<file path="src/rtl/button_conditioner_pkg.sv">
// Shared definitions for the button conditioner: channel FSM state
// encodings and the channel index of each front-panel button.
package button_conditioner_pkg;

    typedef enum logic [1:0] {
        BTN_IDLE         = 2'd0,
        BTN_PRESS_WAIT   = 2'd1,
        BTN_PRESSED      = 2'd2,
        BTN_RELEASE_WAIT = 2'd3
    } btn_state_e;

    localparam int BTN_FASTER = 0;
    localparam int BTN_SLOWER = 1;
    localparam int BTN_NEXT   = 2;

endpackage

</file>
<file path="src/rtl/button_conditioner_debounce_channel.sv">
// One button channel: 2-flop synchroniser, debounce FSM with a saturating
// counter and, with BTN_AUTOREPEAT_EN defined, hold-to-repeat pulses.
module debounce_channel
    import button_conditioner_pkg::*;
#(
    parameter int DEBOUNCE_CYCLES = 250000,
    parameter int CNT_W           = $clog2(DEBOUNCE_CYCLES + 1),
    parameter int REPEAT_DELAY    = 50000000,
    parameter int REPEAT_PERIOD   = 25000000
) (
    input  logic clk,
    input  logic reset,
    input  logic raw,
    output logic pulse,
    output logic level
);

    localparam logic [CNT_W-1:0] CNT_MAX = CNT_W'(DEBOUNCE_CYCLES);

    if (DEBOUNCE_CYCLES < 2) begin : g_bad_debounce
        $error("DEBOUNCE_CYCLES must be at least 2");
    end
    if (REPEAT_PERIOD > REPEAT_DELAY || REPEAT_PERIOD < 1) begin : g_bad_repeat
        $error("REPEAT_PERIOD must be in 1..REPEAT_DELAY");
    end

    logic       sync1_q, sync1_d;
    logic       sync2_q, sync2_d;
    btn_state_e state_q, state_d;
    logic [CNT_W-1:0] cnt_q, cnt_d;
    logic       pulse_q, pulse_d;
    logic       level_q, level_d;

`ifdef BTN_AUTOREPEAT_EN
    localparam int RPT_W = $clog2(REPEAT_DELAY);
    // The counter reloads below its fire point so later pulses come a
    // full REPEAT_PERIOD apart instead of a full REPEAT_DELAY.
    localparam logic [RPT_W-1:0] RPT_FIRE   = RPT_W'(REPEAT_DELAY - 1);
    localparam logic [RPT_W-1:0] RPT_RELOAD = RPT_W'(REPEAT_DELAY - REPEAT_PERIOD);
    logic [RPT_W-1:0] rpt_q, rpt_d;
`endif

    wire synced = sync2_q;

    // Next-state logic for synchroniser, debounce FSM and outputs.
    always_comb begin
        sync1_d = raw;
        sync2_d = sync1_q;
        state_d = state_q;
        cnt_d   = cnt_q;
        pulse_d = 1'b0;
        unique case (state_q)
            BTN_IDLE: begin
                if (synced) begin
                    state_d = BTN_PRESS_WAIT;
                    cnt_d   = CNT_W'(1);
                end
            end
            BTN_PRESS_WAIT: begin
                if (!synced) begin
                    state_d = BTN_IDLE;
                    cnt_d   = '0;
                end else if (cnt_q == CNT_MAX) begin
                    state_d = BTN_PRESSED;
                    cnt_d   = '0;
                    pulse_d = 1'b1;
                end else begin
                    cnt_d = cnt_q + 1'b1;
                end
            end
            BTN_PRESSED: begin
                if (!synced) begin
                    state_d = BTN_RELEASE_WAIT;
                    cnt_d   = CNT_W'(1);
                end
            end
            BTN_RELEASE_WAIT: begin
                if (synced) begin
                    state_d = BTN_PRESSED;
                    cnt_d   = '0;
                end else if (cnt_q == CNT_MAX) begin
                    state_d = BTN_IDLE;
                    cnt_d   = '0;
                end else begin
                    cnt_d = cnt_q + 1'b1;
                end
            end
            default: begin
                state_d = BTN_IDLE;
                cnt_d   = '0;
            end
        endcase
`ifdef BTN_AUTOREPEAT_EN
        rpt_d = rpt_q;
        if (state_q == BTN_PRESSED && synced) begin
            if (rpt_q == RPT_FIRE) begin
                pulse_d = 1'b1;
                rpt_d   = RPT_RELOAD;
            end else begin
                rpt_d = rpt_q + 1'b1;
            end
        end else if (state_d == BTN_IDLE || state_d == BTN_PRESS_WAIT) begin
            rpt_d = '0;
        end
`endif
        level_d = (state_d == BTN_PRESSED) || (state_d == BTN_RELEASE_WAIT);
    end

    // State registers; reset drops everything to idle immediately.
    always_ff @(posedge clk or posedge reset) begin
        if (reset) begin
            sync1_q <= 1'b0;
            sync2_q <= 1'b0;
            state_q <= BTN_IDLE;
            cnt_q   <= '0;
            pulse_q <= 1'b0;
            level_q <= 1'b0;
`ifdef BTN_AUTOREPEAT_EN
            rpt_q   <= '0;
`endif
        end else begin
            sync1_q <= sync1_d;
            sync2_q <= sync2_d;
            state_q <= state_d;
            cnt_q   <= cnt_d;
            pulse_q <= pulse_d;
            level_q <= level_d;
`ifdef BTN_AUTOREPEAT_EN
            rpt_q   <= rpt_d;
`endif
        end
    end

    assign pulse = pulse_q;
    assign level = level_q;

endmodule

</file>
<file path="src/rtl/button_conditioner.sv">
// Debounces the faster/slower/next buttons into clean press pulses and
// held levels. Define BTN_AUTOREPEAT_EN to enable hold-to-repeat pulses.
module button_conditioner
    import button_conditioner_pkg::*;
#(
    parameter int NUM_BUTTONS     = 3,
    parameter int DEBOUNCE_CYCLES = 250000,
    parameter int CNT_W           = $clog2(DEBOUNCE_CYCLES + 1),
    parameter int REPEAT_DELAY    = 50000000,
    parameter int REPEAT_PERIOD   = 25000000
) (
    input  logic                   clk,
    input  logic                   reset,
    input  logic [NUM_BUTTONS-1:0] btn_raw,
    output logic [NUM_BUTTONS-1:0] btn_pulse,
    output logic [NUM_BUTTONS-1:0] btn_level
);

    // Channels are fully independent; simultaneous pulses are left for
    // the downstream FSM to arbitrate.
    for (genvar i = 0; i < NUM_BUTTONS; i++) begin : g_chan
        debounce_channel #(
            .DEBOUNCE_CYCLES(DEBOUNCE_CYCLES),
            .CNT_W          (CNT_W),
            .REPEAT_DELAY   (REPEAT_DELAY),
            .REPEAT_PERIOD  (REPEAT_PERIOD)
        ) u_chan (
            .clk  (clk),
            .reset(reset),
            .raw  (btn_raw[i]),
            .pulse(btn_pulse[i]),
            .level(btn_level[i])
        );
    end

endmodule

</file>
<file path="config.mk">
export PLATFORM = sky130hd
export DESIGN_NAME = button_conditioner
export DESIGN_NICKNAME = d
export VERILOG_FILES = /design/src/rtl/button_conditioner_pkg.sv /design/src/rtl/button_conditioner_debounce_channel.sv /design/src/rtl/button_conditioner.sv
export SDC_FILE = /design/constraint.sdc
export NUM_CORES = 1
export LEC_CHECK = 0
export CAP_MARGIN = 10
export CORE_MARGIN = 10
export CORE_UTILIZATION = 56
export CTS_CLUSTER_DIAMETER = 120
export CTS_CLUSTER_SIZE = 24
export DETAILED_ROUTE_END_ITERATION = 10
export PLACE_DENSITY = 0.76
export SYNTH_ARGS = -nofsm -noshare
export SYNTH_HDL_FRONTEND = slang
export SYNTH_HIERARCHICAL = 1
export SYNTH_SLANG_ARGS = --single-unit
</file>
<file path="constraint.sdc">
create_clock -name clk -period 1.9 [get_ports clk]
set_input_delay 0.285 -clock clk [delete_from_list [all_inputs] [get_ports clk]]
set_output_delay 0.285 -clock clk [all_outputs]
set_load 0.1 [all_outputs]
</file>
=== Word level (Yosys, flattened, before mapping) ===
Cells that the tools add are included.

* Input port bits: 5
* Bits in registers: 72
* Word-level logic and storage cells: 102
* Output and inout port bits: 6

* $add $sub $neg: 3
* Equality and inequality tests: 24
* Muxes and demuxes: 48
* Reduce and logical (&&, ||, !) cells: 9

{| class="wikitable"
|+ Operators by type and width
! kind !! count
|-
| 18-bit 2-to-1 mux || 15
|-
| 18-bit case mux with 4 select lines || 3
|-
| 18-bit by 1-bit adder with 18-bit output (second input constant) || 3
|-
| 18-bit equality test (second input constant) || 3
|-
| 2-bit 2-to-1 mux || 18
|-
| 2-bit equality test (second input constant) || 12
|-
| 2-bit case mux with 4 select lines || 3
|-
| 1-bit 2-to-1 mux || 9
|-
| 2-bit by 1-bit equality test with 1-bit output (second input constant) || 3
|-
| 2-bit zero test || 3
|-
| 2-bit by 1-bit != test with 1-bit output (second input constant) || 3
|-
| 2-bit != test (second input constant) || 3
|-
| 2-bit AND reduction || 3
|-
| 1-bit logical OR || 3
|}

=== Depth between registers and ports, before layout ===
* Depth after elaboration: 6
* Gate-level depth with buffers: 8
* Mapped depth without buffers: 7

=== By module ===
The synthesis kept the hierarchy.

{| class="wikitable"
|+ By module, submodules not included
! module !! instances !! cells each !! area each (um^2) !! seq. area each (um^2)
|-
| debounce_channel || 3 || 132 || 1283.7 || 600.6
|}

=== Worst setup path after synthesis ===
OpenSTA, ideal clock, no wires.

* Path type: register -> register
* Start point: reg g_chan[0].u_chan.cnt_q[13]
* End point: reg g_chan[0].u_chan.cnt_q[16]
* Data required time: 1.779 ns
* Clock period less this slack: 1.940 ns
* Path buffers: 0
* Setup time: 0.121 ns
* Slack: -0.040 ns
* Arrival: 1.819 ns
* Stages on the path, launching flop included: 6
* Cells stage by stage: dfrtp_1 or4b_4 nor4b_4 a21oi_2 a21o_1 a22o_1

* Word-level cells in the longest chain between the ends: 4
* Elaborated cells between the ends (all ways): 6
* Those cells by class: add/sub (1); eq/ne (1); mux (4)

{| class="wikitable"
|+ RTL lines
! element !! line !! RTL
|-
| start: declaration || button_conditioner_debounce_channel.sv:30 || <nowiki>logic [CNT_W-1:0] cnt_q, cnt_d;</nowiki>
|-
| start signal: assignment || button_conditioner_debounce_channel.sv:125 || <nowiki>cnt_q <= cnt_d;</nowiki>
|-
| 18-bit by 1-bit adder with 18-bit output or 18-bit equality test (tied branches) || n/a ||
|-
| 18-bit 2-to-1 mux (*) || button_conditioner_debounce_channel.sv:63, button_conditioner_debounce_channel.sv:81 ||
|-
| 18-bit 2-to-1 mux (on tied branches) || button_conditioner_debounce_channel.sv:78, button_conditioner_debounce_channel.sv:60 ||
|-
| 18-bit case mux with 4 select lines (*) || button_conditioner_debounce_channel.sv:52 || <nowiki>unique case (state_q)</nowiki>
|}

Every way passes the cells marked *; elsewhere a longest branch is shown, timed or not.
A chain may end at the register's enable or synchronous reset.

=== Worst setup path in the final report ===
* Start point: reg g_chan[1].u_chan.cnt_q[13]
* End point: reg g_chan[1].u_chan.cnt_q[13]

* Word-level cells in the longest chain between the ends: 4
* Elaborated cells between the ends (all ways): 6
* Those cells by class: add/sub (1); eq/ne (1); mux (4)

{| class="wikitable"
|+ RTL lines
! element !! line
|-
| start: declaration || button_conditioner_debounce_channel.sv:30
|-
| start signal: assignment || button_conditioner_debounce_channel.sv:125
|-
| 18-bit by 1-bit adder with 18-bit output or 18-bit equality test (tied branches) || n/a
|-
| 18-bit 2-to-1 mux (*) || button_conditioner_debounce_channel.sv:63, button_conditioner_debounce_channel.sv:81
|-
| 18-bit 2-to-1 mux (on tied branches) || button_conditioner_debounce_channel.sv:78, button_conditioner_debounce_channel.sv:60
|-
| 18-bit case mux with 4 select lines (*) || button_conditioner_debounce_channel.sv:52
|}

Marks and branches as above.

==> results.md <==
* Final setup viols at 36
* Number of I/O pins at 11
* Final WL at 9332 um
* Netlist cell types at 37
* Root Driver: clkbuf_8
* Total number of vias at 3,502
* WP data arrival at 2230 ps
* Synth Area in Compound Gates at 13.65%
* Worst hold start: g_chan[0].u_chan/sync1_q
* CTS tree: done
* Layout cells sized above 1 at 30.34%
* CP startpoint: g_chan[1].u_chan/cnt_q[13]
* Placed insts at 552
* Post-synthesis cell count at 396
* Outcome: finished with violations
* Ant. Diodes at 0
* Layout area overhead at 31.32%
* R2R Path End: g_chan[1].u_chan/cnt_q[13]
* VDD IR max at 0.5208 mV
* Critical R2R Launch: g_chan[1].u_chan/cnt_q[13]
* Via density per instance at 6.028
* Minimum clock period at 2018 ps
* Multiplexer area fraction after synthesis at 4.094%
* Initial DRC count at 195
* Most frequent cells in the layout: 81 x buf_4, 70 x dfrtp_1, 36 x nand2_1, 33 x nand3_1, 30 x nor2_1
* Dpl hpwl at 6452 um
* Worst Setup EP: g_chan[1].u_chan/cnt_q[13]
* Finished Layout Cells at 581
* Pwr dens at 641.1 nW/um^2
* Hold Path Class: flop to flop
* Remaining DRCs at 0
* H-tree depth at 3
* Max Cap Viol at 0
* Main combinational cell family by area after synthesis: simple AND/OR/NAND/NOR gates
* Synthesized Nets at 407
* CTS buffer count at 9
* Critical path class: flop to flop
* Hold buffers post-CTS at 0
* Overflow after GRT at 0
* Required time of the worst setup path at 2110 ps
* Core ar. at 6756 sq um
* Syn. warnings at 6
* Fin worst setup slack at -118.2 ps
* Drt pass-1 iters at 4
* XOR/XNOR share of the synthesized area at 4.094%
* Final slew viol count at 0
* Drt wl/cell at 16.06 um
* Slew headroom at 44.01%
* Failing checks: setup timing
* Width of the die at 102.9 um
* Post-DRT Antenna Nets at 0
* Fmax at 0.4955 GHz
* # clock sinks at 72
* CTS max path bufs at 2
* Most common cell after layout, fill and taps aside: buf_4
* Total power at 0.003242 W
* Clock latency on the worst-skew pair at 340 ps
* Pin count of the biggest net entering global routing at 25
* Final nets at 508
* Pleak at 2.188 nW
* Slew @ Worst Pin at 836.7 ps
* Post-synthesis cell area at 3851 sq um
* Register-to-register setup slack at -120 ps
* RSZ-0062 raised after global routing: yes
* Die height at 102.9 um
* CP endpoint kind: flop
* Simple-gate share of the synthesized area at 26.51%
* CP Launch Type: flop
* Setup Skew at 8.018 ps
* Fin crit share at 106.2%
* GPL Wtd Cong at 0.9137
* Count of final hold-check violations at 0
* Full die area at 10,590 sq um
* Sequential share of the synthesized area at 46.78%
* R2R depth at 7
* GRT Total Usage at 18.17%
* Vias in the first global route at 3,438
* Reg clk slew, reported paths at 70 ps
* Crit path max fanout at 8
* Initial antenna violation count at 0
* Synthesized-area fraction occupied by adder cells at 1.949%
* First-pass GRT wire length at 15,600 um
* Post-synthesis register bit count at 72
* IO buf count at 10
* Starting Density at 57.00%
* Setup TNS at -1483 ps
* Std-Cell Rows at 30
* Syn_area_per_cell at 9.725 sq um
==> per-stage QoR <==
stage / util [%] / hold slack, ps / cell area (sq um) / setup WS [ps]
2_1_floorplan: - / 299.6 / 3851 / 1.903
3_3_place_gp: 67.61 / 335.0 / 4568 / -16.89
3_5_place_dp: 67.61 / 340.3 / 4568 / -88.32
4_1_cts: 73.19 / 352.1 / 4945 / -87.97
5_1_grt: 74.85 / 364.1 / 5057 / -198.8
6_report: 74.85 / 348.9 / 5057 / -118.2
==> per-layer routing <==
layer  wire length [um]  share of wire [%]  GRT usage (%)
met1               4247                 46          23.37
met5                  0                  0              0
met4                129                1.4          6.417
met2               4448                 48          29.16
met3                506                5.4          4.357
==> Yosys cell counts <==
cell        n  area, sq um
buf_4       3        22.52
mux2i_1     9        90.09
o21a_1      3        22.52
or4_1       3        22.52
or3_1       3        18.77
o21ai_0    18        90.09
nand3_1    33        165.2
and3_1     12        75.07
mux2_2      6        67.56
nand4_1    12        75.07
nand4b_1    3        26.28
a21o_1      3        22.52
o2111ai_1   3        26.28
or4b_4      3        41.29
nor3b_1     3        22.52
nand2_1    36        135.1
a22o_1      9        78.83
a21oi_2     3        26.28
nor4b_4     3        71.32
nor4_1      9        56.30
dfrtp_1    72         1802
clkbuf_1    3        11.26
and2_1      6        37.54
a21oi_1    15        75.07
nor4bb_1    3        30.03
nor4b_1     6        52.55
a211oi_1    6        45.04
xnor2_1    15        131.4
inv_1      21        78.83
ha_1        6        75.07
a211o_1     3        26.28
o31ai_1     3        22.52
xor2_1      3        26.28
o211ai_1   12        90.09
and4_1      3        26.28
nor3_1      6        30.03
nor2_1     36        135.1
==> flip-flops by register name, summed over array words and instances, names as in the netlist <==
name / count
g_chan.u_chan/cnt_q: 54
g_chan.u_chan/level: 3
g_chan.u_chan/pulse: 3
g_chan.u_chan/state_q: 6
g_chan.u_chan/sync1_q: 3
g_chan.u_chan/sync2_q: 3
==> critical path: stages (launching register included) <==
cell     delay [ps]
dfrtp_1         400
or4b_4          560
nor4b_4         290
buf_4           180
a21oi_4          90
buf_6           160
a21oi_2         120
o21ai_1          90
==> cell type report <==
cell class / instances / area [sq um]
Clock buffer: 12 / 155.1
Clock inverter: 3 / 65.06
Fill cell: 457 / 1699
Inverter: 21 / 78.83
Multi-Input combinational cell: 297 / 2064
Sequential cell: 72 / 1804
Tap cell: 80 / 100.1
Timing Repair Buffer: 96 / 789.5
==> worst min-delay path by stage <==
| stage | end | cells after the start | slack, ps |
|---|---|---|---|
| final | g_chan[0].u_chan/sync2_q | 0 | 350 |
| after global routing | g_chan[0].u_chan/sync2_q | 0 | 360 |
| after CTS | g_chan[0].u_chan/sync2_q | 0 | 350 |
| after detailed placement | g_chan[2].u_chan/sync2_q | 0 | 340 |
| after global placement | g_chan[0].u_chan/sync2_q | 0 | 340 |
| after floorplan | g_chan[0].u_chan/cnt_q[0] | 1 | 300 |
==> kinds of logic after synthesis <==
kind of cell / Yosys count
DFF: 72
buffers and inverters: 27
adders and majority gates: 6
and+or+nand+nor: 180
xor gates and xnor gates: 18
muxes: 15
AOI/OAI and AO/OA: 78
==> timing repair <==
item                                    in CTS  in global routing
buffers inserted                             9                  4
pin swaps                                   24                 30
cloned                                       1                  0
resized for setup                           32                 28
endpoints found under the setup margin      37                 56
==> where the power goes <==
part / switching, W / internal, W
clock: 0.000537 / 0.000803
sequential: 0.0000330 / 0.00156
combinational: 0.000168 / 0.000137
total: 0.000738 / 0.00250
Power figures use the tool's default switching activity.
